--- src/rtl/ppu_exchange_sequencer.sv ---
// ============================================================================
// Module   : ppu_exchange_sequencer
// Brief    : Collects neighbor partial sums and forwards them to the partial
//            buffer one at a time, then sequences the exchange/accumulate phases.
// Revision : 1.0
// ============================================================================
`default_nettype none

module ppu_exchange_sequencer #(
    parameter int NEIGHBOR_COUNT = 8,
    parameter int TILE_SIZE      = 256,
    parameter int BANK_COUNT     = 256,
    parameter int BUFFER_WIDTH   = 256,
    parameter int DATA_WIDTH     = 16
) (
    input  logic                            clk,
    input  logic                            reset,
    input  logic [1:0]                      bitwidth,
    input  logic                            channel_group_done,
    input  logic                            nbr_in_valid  [NEIGHBOR_COUNT],
    input  logic [$clog2(TILE_SIZE)-1:0]    nbr_in_row    [NEIGHBOR_COUNT],
    input  logic [$clog2(TILE_SIZE)-1:0]    nbr_in_column [NEIGHBOR_COUNT],
    input  logic [DATA_WIDTH-1:0]           nbr_in_data   [NEIGHBOR_COUNT],
    output logic                            nbr_in_ready  [NEIGHBOR_COUNT],
    input  logic [NEIGHBOR_COUNT-1:0]       nbr_exchange_done,
    output logic                            buf_wr_valid,
    output logic [$clog2(TILE_SIZE)-1:0]    buf_wr_row,
    output logic [$clog2(TILE_SIZE)-1:0]    buf_wr_column,
    output logic [DATA_WIDTH-1:0]           buf_wr_data,
    input  logic [$clog2(BANK_COUNT)-1:0]   partial_rd_bank,
    input  logic [$clog2(BUFFER_WIDTH)-1:0] partial_rd_entry,
    input  logic [$clog2(BANK_COUNT)-1:0]   acc_rd_bank,
    input  logic [$clog2(BUFFER_WIDTH)-1:0] acc_rd_entry,
    input  logic                            acc_done,
    output logic [$clog2(BANK_COUNT)-1:0]   buf_rd_bank,
    output logic [$clog2(BUFFER_WIDTH)-1:0] buf_rd_entry,
    output logic [1:0]                      phase,
    output logic                            clear_to_send,
    output logic                            cycle_done,
    output logic                            protocol_error
);

    localparam int RW = $clog2(TILE_SIZE);
    localparam int IW = (NEIGHBOR_COUNT > 1) ? $clog2(NEIGHBOR_COUNT) : 1;

    typedef enum logic [1:0] {
        PH_IDLE       = 2'd0,
        PH_EXCHANGE   = 2'd1,
        PH_DRAIN      = 2'd2,
        PH_ACCUMULATE = 2'd3
    } phase_t;

    phase_t                    phase_q;
    logic [NEIGHBOR_COUNT-1:0] hold_valid_q;
    logic [RW-1:0]             hold_row_q  [NEIGHBOR_COUNT];
    logic [RW-1:0]             hold_col_q  [NEIGHBOR_COUNT];
    logic [DATA_WIDTH-1:0]     hold_data_q [NEIGHBOR_COUNT];
    logic [IW-1:0]             ptr_q;
    logic [IW-1:0]             ptr_d;
    logic                      wr_valid_q;
    logic [RW-1:0]             wr_row_q;
    logic [RW-1:0]             wr_col_q;
    logic [DATA_WIDTH-1:0]     wr_data_q;
    logic                      cycle_done_q;
    logic                      perr_q;

    logic                      grant_any;
    logic [IW-1:0]             grant_idx;
    logic [IW-1:0]             scan_idx;

    // Precision is applied at capture so a later bitwidth change cannot alter held data.
    function automatic logic [DATA_WIDTH-1:0] sext(input logic [1:0] bw,
                                                   input logic [DATA_WIDTH-1:0] d);
        logic [DATA_WIDTH-1:0] r;
        case (bw)
            2'd0:    r = DATA_WIDTH'($signed(d[1:0]));
            2'd1:    r = DATA_WIDTH'($signed(d[3:0]));
            2'd2:    r = DATA_WIDTH'($signed(d[7:0]));
            default: r = DATA_WIDTH'($signed(d[15:0]));
        endcase
        return r;
    endfunction

    always_comb begin
        grant_any = 1'b0;
        grant_idx = '0;
        scan_idx  = '0;
        for (int k = 0; k < NEIGHBOR_COUNT; k++) begin
            scan_idx = IW'((int'(ptr_q) + k) % NEIGHBOR_COUNT);
            if (!grant_any && hold_valid_q[scan_idx]) begin
                grant_any = 1'b1;
                grant_idx = scan_idx;
            end
        end
        ptr_d = (grant_idx == IW'(NEIGHBOR_COUNT - 1)) ? '0 : grant_idx + IW'(1);
    end

    for (genvar i = 0; i < NEIGHBOR_COUNT; i++) begin : g_ready
        assign nbr_in_ready[i] = !hold_valid_q[i] && (phase_q != PH_ACCUMULATE);
    end

    always_ff @(posedge clk or posedge reset) begin
        if (reset) begin
            hold_valid_q <= '0;
            for (int i = 0; i < NEIGHBOR_COUNT; i++) begin
                hold_row_q[i]  <= '0;
                hold_col_q[i]  <= '0;
                hold_data_q[i] <= '0;
            end
        end else begin
            for (int i = 0; i < NEIGHBOR_COUNT; i++) begin
                if (grant_any && (grant_idx == IW'(i))) begin
                    hold_valid_q[i] <= 1'b0;
                end else if (nbr_in_valid[i] && nbr_in_ready[i]) begin
                    hold_valid_q[i] <= 1'b1;
                    hold_row_q[i]   <= nbr_in_row[i];
                    hold_col_q[i]   <= nbr_in_column[i];
                    hold_data_q[i]  <= sext(bitwidth, nbr_in_data[i]);
                end
            end
        end
    end

    always_ff @(posedge clk or posedge reset) begin
        if (reset) begin
            phase_q      <= PH_IDLE;
            ptr_q        <= '0;
            wr_valid_q   <= 1'b0;
            wr_row_q     <= '0;
            wr_col_q     <= '0;
            wr_data_q    <= '0;
            cycle_done_q <= 1'b0;
            perr_q       <= 1'b0;
        end else begin
            wr_valid_q   <= grant_any;
            cycle_done_q <= 1'b0;
            if (grant_any) begin
                wr_row_q  <= hold_row_q[grant_idx];
                wr_col_q  <= hold_col_q[grant_idx];
                wr_data_q <= hold_data_q[grant_idx];
                ptr_q     <= ptr_d;
            end
            if ((channel_group_done && phase_q != PH_IDLE) ||
                (acc_done && phase_q != PH_ACCUMULATE)) begin
                perr_q <= 1'b1;
            end
            case (phase_q)
                PH_IDLE:
                    if (channel_group_done) phase_q <= PH_EXCHANGE;
                PH_EXCHANGE:
                    if (&nbr_exchange_done) phase_q <= PH_DRAIN;
                PH_DRAIN:
                    if (!(|hold_valid_q) && !wr_valid_q) phase_q <= PH_ACCUMULATE;
                default:
                    if (acc_done) begin
                        phase_q      <= PH_IDLE;
                        cycle_done_q <= 1'b1;
                    end
            endcase
        end
    end

    assign buf_rd_bank    = (phase_q == PH_ACCUMULATE) ? acc_rd_bank  : partial_rd_bank;
    assign buf_rd_entry   = (phase_q == PH_ACCUMULATE) ? acc_rd_entry : partial_rd_entry;
    assign buf_wr_valid   = wr_valid_q;
    assign buf_wr_row     = wr_row_q;
    assign buf_wr_column  = wr_col_q;
    assign buf_wr_data    = wr_data_q;
    assign phase          = phase_q;
    assign clear_to_send  = ~|hold_valid_q;
    assign cycle_done     = cycle_done_q;
    assign protocol_error = perr_q;

endmodule

`default_nettype wire
--- config.mk ---
export PLATFORM = sky130hd
export DESIGN_NAME = ppu_exchange_sequencer
export DESIGN_NICKNAME = d
export VERILOG_FILES = /design/src/rtl/ppu_exchange_sequencer.sv
export SDC_FILE = /design/constraint.sdc
export NUM_CORES = 1
export LEC_CHECK = 0
export BUFFER_PORTS_ARGS = -buffer_cell sky130_fd_sc_hd__buf_2
export CAP_MARGIN = 20
export CELL_PAD_IN_SITES_DETAIL_PLACEMENT = 0
export CELL_PAD_IN_SITES_GLOBAL_PLACEMENT = 2
export CORE_ASPECT_RATIO = 1.25
export CORE_UTILIZATION = 35
export CTS_CLUSTER_DIAMETER = 40
export DETAILED_ROUTE_END_ITERATION = 10
export PLACE_DENSITY = 0.87
export REMOVE_ABC_BUFFERS = 1
export SLEW_MARGIN = 20
export SYNTH_ARGS = -nofsm -noshare
export SYNTH_HDL_FRONTEND = slang
export SYNTH_SLANG_ARGS = --single-unit
--- constraint.sdc ---
create_clock -name clk -period 12.86 [get_ports clk]
set_clock_uncertainty 0.15 [all_clocks]
set_input_delay 1.286 -clock clk [delete_from_list [all_inputs] [get_ports clk]]
set_output_delay 1.286 -clock clk [all_outputs]
set_load 0.03 [all_outputs]
Word-level counts from Yosys, hierarchy flattened:

Cells that the tools add are included.

* RAM bits: 0
* memory bits (read-only): 0
* register bits after elaboration: 304
* memories: 0
* bits in latches: 0
* output and inout port bits: 62

* mux-type cells: 75
* multipliers: 0
* reduce and logical (&&, ||, !) cells: 77
* div/mod/pow operators: 0
* $lt $le $gt $ge: 9
* add/sub/neg operators: 8
* bitwise logic cells: 9
* shift-type cells: 0
* equality and inequality tests: 16

Operators with widths (number)
* 16-bit case mux with 3 select lines: 8
* 16-bit binary-select mux with 3-bit select: 1
* 8-bit binary-select mux with 3-bit select: 2
* 8-bit two-way mux: 6
* 1-bit logical AND: 34
* 1-bit two-way mux: 34
* 3-bit by 4-bit < comparator with 1-bit output (second input constant): 8
* 16-bit two-way mux: 2
* 3-bit two-way mux: 9
* 1-bit binary-select mux with 3-bit select: 8
* 2-bit nonzero test: 9
* 1-bit logical NOT: 17
* 2-bit AND reduction: 8
* 3-bit adder (second input constant): 4
* 3-bit equality test (second input constant): 4
* 2-bit two-way mux: 4
* 2-bit inequality test (second input constant): 4
* 1-bit inverter: 8
* 8-bit AND reduction: 1
* 8-bit OR reduction: 1
* 3-bit by 1-bit adder with 3-bit output (second input constant): 2
* 3-bit by 2-bit adder with 3-bit output (second input constant): 2
* 2-bit equality test (second input constant): 3
* 3-bit by 2-bit equality test with 1-bit output (second input constant): 2
* 11 further kinds: 13

Longest topological paths before layout:

Gate-level depths: netlist of run 1.

* depth in word-level cells: 28
* mapped depth: 22
* gate-level depth less buffers: 14

Least setup slack after synthesis of run 1:

No wires, ideal clock.

* path kind: flip-flop to output port
* start point: register, netlist name ptr_q[0]
* end point: output clear_to_send
* path buffers: 6
* stages on the path, launching flop included: 15
* data required time: 11.424 ns
* path slack: 7.719 ns
* data arrival time: 3.705 ns
* cell sequence: dfrtp_1 -> buf_6 -> buf_2 -> inv_1 -> ha_1 -> buf_2 -> mux2_2 -> a22o_1 -> nand2b_1 -> or4_4 -> or3_1 -> buf_4 -> buf_6 -> inv_1 -> buf_2

RTL lines
* end, declared: RTL line 38 `output logic clear_to_send,`

Worst setup path in the final report of run 1:

* start point: register ptr_q[0]
* end point: register hold_row_q[47] (netlist name)

* longest elaborated chain between the ends: 28

RTL lines
* start, declared: RTL line 58 `logic [IW-1:0] ptr_q;`
* start signal, assigned: RTL line 141 `ptr_q <= ptr_d;`
* branches (longest 25 deep; another with 3-bit by 1-bit adder with 3-bit output)
* 1-bit logical AND *: RTL line 112 `if (grant_any && (grant_idx == IW'(i))) begin`
* 1-bit inverter (no line) *
* 2-bit AND reduction (no line) *
* end signal, assigned by index: RTL line 116 `hold_row_q[i] <= nbr_in_row[i];`
* end, declared: RTL line 55 `logic [RW-1:0] hold_row_q [NEIGHBOR_COUNT];`

Every way passes the cells marked *. The select of a mux whose other input is x is not followed.
A chain may end at the register's enable or synchronous reset.

==> impl_metrics.tcl, run 1 <==
set metrics [dict create \
    status "complete, no violations" \
    critPathLaunchType "register" \
    cts_root_buf "clkbuf_16" \
    layout-area-overhead-vs-synth_pct 24.91 \
    dpl.hpwl_mm 35.03 \
    syn_area_per_cell_um2 11.70 \
    hold_path_depth 2 \
    die_w_um 189.7 \
    cts.sinks 304 \
    drtIter0Drc 637 \
    worstPathRequired_ns 13.15 \
    top_layer_used "met5" \
    finalPower_w 0.007556 \
    postCtsHoldBufs 0 \
    synth_cell_type_count 54 \
    holdPathEnd "buf_wr_data[8]" \
    dr_wl_met3_mm 3.876 \
    gp_congestion 0.8945 \
    firstDrtPassIters 5 \
    dpl_cell_area_um2 17560 \
    grt_max_degree 96 \
    vias 11980 \
    hold_start "buf_wr_data[8]" \
    drc 0 \
    synth_warnings 0 \
    rrSetupSlack_ns 6.17 \
    r2r_start "ptr_q[0]" \
    postCtsSetupRepairBufs 0 \
    setup_violations 0 \
    cts_buffers 48 \
    slew_headroom_pct 30.54 \
    period_share_pct 51.99 \
    grt_usage_pct 23.07 \
    nNetsFinal 1989 \
    slew_viol_final 0 \
    critPathMaxFanout 47 \
    synth_top_area_cell "dfrtp_1" \
    synth_cells 1317 \
    antenna_left 0 \
    start_util_pct 35.61 \
    dieArea_um2 44880 \
    hold_viol 0 \
    end_kind "register" \
    grt_pass1_vias 12858 \
    arrival_ns 6.97 \
    io-pin-count 372 \
    synth_async_sr_flop_share_pct 100.0 \
    antenna_found_initial 22 \
    synth_ff_type "dfrtp_1" \
    fin_area_um2 19250 \
    wirelength_mm 51.39 \
    vias_per_cell 5.266 \
    overflow 0 \
    path_class "reg2reg" \
    rr_worst_depth 15 \
    wl_met1_mm 19.97 \
    peakVddDrop_mv 0.3887 \
    rr_endpoint "hold_row_q[47]" \
    seqCellArea_um2 7607 \
    maxCapViolations 0 \
    grt_pass1_wl_mm 77.50 \
    clk_pin_slew_ns 0.05 \
    ys_ff_latch 304 \
    hold_class "reg2reg" \
    netlist.area_leader.share_pct 49.36 \
    cts_resized 0 \
    dr_wl_met2_mm 25.94 \
    synth_edf_count 0 \
    worstSkewPairLatency_ns 0.58 \
    ys_seq_area_share_pct 49.36 \
    die_height_um 236.6 \
    p_leak_nw 8.921 \
    coreArea_um2 43290 \
    nFillCells 4148 \
    portBuffers 371 \
    cts_tree "yes" \
    worst_slew_pin_slew_ns 1.042 \
    rsz0062_at_grt "no" \
    drive_gt1_share_pct 42.52 \
    layout_common_cells "buf_2 (371), dfrtp_1 (304), a21oi_1 (208)" \
    mostFrequentLayoutCell "buf_2" \
    row_count 85 \
    htreeDepth 2 \
    ctsLongestPathBuffers 3 \
    finalHoldWorstSlack_ns 0.3203 \
    yosys-top-cells-area "dfrtp_1 (49%), mux2_2 (11%), mux2i_1 (7.7%)" \
    wire_per_inst_um 22.59 \
    fin_crit_ns 6.686 \
    fmax_ghz 0.1496 \
    synth_area_um2 15410 \
    multiInputGateArea_um2 7159 \
    powerDensity_nw_per_um2 392.5 \
]
state kept, by name, indices dropped and copies added (netlist names):
name	cells
buf_wr_valid	1
buf_wr_row	8
cycle_done	1
hold_data_q	128
hold_valid_q	8
buf_wr_data	16
ptr_q	3
protocol_error	1
hold_col_q	64
buf_wr_column	8
hold_row_q	64
phase	2
critical path, cell delays in order, from the launching register on:
cell	delay (ns)
dfrtp_1	0.79
inv_1	0.29
ha_1	0.64
mux2_2	0.45
a221oi_2	0.33
nand2_1	0.13
or4_4	0.60
nor3_1	0.36
or2_2	0.18
buf_4	0.46
inv_2	0.48
ha_1	0.36
nand2_1	0.12
o211a_2	0.19
buf_4	0.57
mux2_2	0.41
cell families (layout without fill, tap and decap cells):
| kind of cell | Yosys count | after routing | share of synthesized area, % |
|---|---|---|---|
| compound gates | 339 | 339 | 13.24 |
| xor+xnor | 5 | 5 | 0.2842 |
| fa+ha+maj | 13 | 13 | 1.055 |
| buf+inv | 109 | 497 | 4.359 |
| flops | 304 | 304 | 49.36 |
| mux | 319 | 319 | 25.26 |
| other cells | 0 | 5 | 0 |
| simple gates | 228 | 228 | 6.438 |
how the worst max path moves through the flow:
stage / cells past startpoint / start / endpoint / slack (ns)
2_1_floorplan: 12 / ptr_q[0] / hold_col_q[32] / -0.38
3_3_place_gp: 12 / ptr_q[0] / buf_wr_row[5] / 6.26
3_5_place_dp: 15 / ptr_q[0] / hold_col_q[41] / 6.16
4_1_cts: 10 / ptr_q[0] / clear_to_send / 6.12
5_1_grt: 12 / ptr_q[0] / buf_wr_row[5] / 5.72
6_report: 15 / ptr_q[0] / hold_row_q[47] / 6.17
synth_stat cells (all sizes together) (3+ instances only):
| cell | count |
|---|---|
| nand2b | 11 |
| or2 | 3 |
| a22oi | 33 |
| buf | 61 |
| mux4 | 33 |
| nand2 | 72 |
| and2 | 14 |
| xor2 | 3 |
| ha | 13 |
| a21o | 10 |
| a21oi | 208 |
| nand3 | 4 |
| o21ai | 42 |
| dfrtp | 304 |
| inv | 15 |
| o221a | 21 |
| mux2 | 167 |
| mux2i | 119 |
| o311ai | 3 |
| o211a | 6 |
| nor2 | 110 |
| nor2b | 3 |
| clkbuf | 33 |
final cells by class:
cell class	instances	area share, %
flip-flops and latches	304	39.51
clock inverters	31	1.904
well taps	565	3.672
clock buffers	58	6.804
diodes	5	0.06499
multi-input cells	904	37.19
inverters	15	0.3314
repair buffers	393	10.52
metal layers:
layer,GRT usage [%],up-vias
met5,0,-
met4,7.380,34
met3,7.218,126
met2,40.14,429
met1,26.75,5875
li1,-,5516
through the flow:
stage          utilization, %  setup slack, ns  std cells  TNS [ns]
2_1_floorplan               -          -0.3804       1223    -10.92
3_5_place_dp            40.56            6.161       2181         0
5_1_grt                 44.47            5.716       2273         0
6_report                44.48            6.174       2275         0
3_3_place_gp            40.56            6.262       2181         0
4_1_cts                 44.43            6.122       2270         0
where the power goes:
group | switching [W] | leakage, nW | internal, W | total, W
registers | 0.000315 | 3.54 | 0.00149 | 0.00180
logic | 0.00241 | 4.56 | 0.00199 | 0.00440
clock network | 0.000495 | 0.818 | 0.000854 | 0.00135
total | 0.00322 | 8.92 | 0.00434 | 0.00756
Power figures use the tool's default switching activity.
==> inputs of run 2 (changes only) <==
CORE_UTILIZATION = 32   (was 35)
PLACE_DENSITY = 0.84   (was 0.87)
clock period = 6.15 ns   (was 12.86 ns; I/O delays follow)
==> run 2 against run 1 <==
Compared with the run above: first-iteration DRC count fell by 24%; global-route usage fell by 1.2 points; non-clock buffer count is 10 higher; core utilization down 3.2 points; total power up 110%; count of clock-buffer cells in the layout is 3 lower; sequential power up 110%; largest power group unchanged; highest routed layer unchanged.
==> impl_metrics.tcl, run 2 (synthesized netlist as in run 1, its figures left out) <==
set metrics [dict create \
    seqCellArea_um2 7607 \
    dpl.hpwl_mm 36.90 \
    postCtsHoldBufs 0 \
    critPathLaunchType "register" \
    cts_tree "yes" \
    cts_resized 0 \
    ctsLongestPathBuffers 3 \
    fin_crit_ns 5.187 \
    hold_class "in2async" \
    start_util_pct 32.57 \
    setup_violations 0 \
    vias_per_cell 5.104 \
    drc 0 \
    regMostFlops "hold_data_q" \
    grt_pass1_wl_mm 79.23 \
    cts.sinks 304 \
    crit_chain "inv_1 > ha_1 > mux4_2 > a21oi_1 > nand2b_1 > or4_4 > or3_2 > inv_1 > buf_2" \
    rsz0062_at_grt "no" \
    drtIter0Drc 484 \
    dpl_cell_area_um2 17820 \
    worst_slew_pin_slew_ns 0.9305 \
    clk_pin_slew_ns 0.05 \
    antenna_found_initial 17 \
    finalPower_w 0.01611 \
    overflow 0 \
    largest_reg_flops 128 \
    layout_common_cells "buf_2 (371), dfrtp_1 (304), a21oi_1 (208)" \
    drive_gt1_share_pct 42.97 \
    powerDensity_nw_per_um2 823.8 \
    htreeDepth 2 \
    mostFrequentLayoutCell "buf_2" \
    maxCapViolations 0 \
    multiInputGateArea_um2 7182 \
    arrival_ns 4.42 \
    slew_headroom_pct 37.96 \
    end_kind "output port" \
    hold_viol 0 \
    critPathMaxFanout 15 \
    portBuffers 371 \
    p_leak_nw 9.004 \
    fmax_ghz 0.1928 \
    worstPathRequired_ns 5.38 \
    wirelength_mm 53.28 \
    critPathMaxStageDelay_ns 0.75 \
    path_class "reg2out" \
    die_height_um 247.4 \
    peakVddDrop_mv 0.7745 \
    die_w_um 198.3 \
    io-pin-count 372 \
    gp_congestion 0.8260 \
    coreArea_um2 47330 \
    grt_max_degree 122 \
    fin_area_um2 19550 \
    nFillCells 4652 \
    grt_pass1_vias 12742 \
    wire_per_inst_um 22.55 \
    layout-area-overhead-vs-synth_pct 26.86 \
    reg_top3 "hold_data_q (128), hold_col_q (64), hold_row_q (64)" \
    status "complete, no violations" \
    postCtsSetupRepairBufs 0 \
    dieArea_um2 49050 \
    worst_path_most_repeated_cell "inv_1" \
    period_share_pct 84.33 \
    worstSkewPairLatency_ns 0.58 \
    vias 12060 \
    cts_buffers 49 \
    nNetsFinal 2000 \
    cp_slowest_cell "or3_2" \
    grt_usage_pct 21.90 \
    antenna_left 0 \
    slew_viol_final 0 \
    row_count 89 \
    cts_root_buf "clkbuf_16" \
    firstDrtPassIters 5 \
]
==> run 2: where the power goes <==
| group | leakage [nW] | internal (W) | switching (W) | total [W] |
|---|---|---|---|---|
| clock | 0.821 | 0.00182 | 0.00105 | 0.00287 |
| combinational | 4.64 | 0.00429 | 0.00519 | 0.00949 |
| sequential | 3.54 | 0.00311 | 0.000637 | 0.00375 |
==> run 2: final cells by class <==
type	count	share of cell area, %
Tap cell	637	4.076
Inverter	15	0.3264
Sequential cell	304	38.91
Timing Repair Buffer	403	11.11
Antenna cell	11	0.1408
Clock inverter	34	2.118
Multi-Input combinational cell	904	36.73
Clock buffer	55	6.591
==> run 2: worst max-delay path, delay by kind of cell, from the launching register on <==
kind,cells,cell delay (ns)
buf+inv,3,0.70
fa+ha+maj,1,0.57
flops,1,0.34
compound gates,1,0.21
mux,1,0.57
simple gates,3,1.44
==> run 2: metal layers <==
metal	global-route usage [%]	vias to the layer above	routed length [µm]
met5	0	-	108
met2	37.96	400	26440
met4	8.482	16	1694
li1	-	5538	-
met3	5.993	109	3710
met1	25.60	5997	21320
==> run 2: final timing paths <==
path | startpoint | end | slack, ns | cells past startpoint
min reg2reg | buf_wr_row[6] | buf_wr_row[6] | 0.32 | 2
max reg2reg | ptr_q[0] | hold_col_q[62] | 1.10 | 13
max | ptr_q[0] | clear_to_send | 0.96 | 9
max in group asynchronous | reset | hold_col_q[31] | 4.33 | 3
min | reset | hold_col_q[26] | 0.008 | 2
min in group clk | nbr_in_row[14] | hold_row_q[14] | 0.12 | 2
==> run 2: metrics by stage <==
step / setup WS (ns) / std cells / TNS [ns] / hold WS, ns / utilization, %
6_report: 0.9635 / 2363 / 0 / 0.008383 / 41.31
5_1_grt: 0.7506 / 2358 / 0 / 0.07882 / 41.29
3_3_place_gp: 1.285 / 2263 / 0 / 0.3077 / 37.65
4_1_cts: 0.8856 / 2352 / 0 / 0.05112 / 41.25
2_1_floorplan: -7.090 / 1223 / -2842.90 / 0.2948 / -
3_5_place_dp: 1.120 / 2263 / 0 / 0.3079 / 37.65
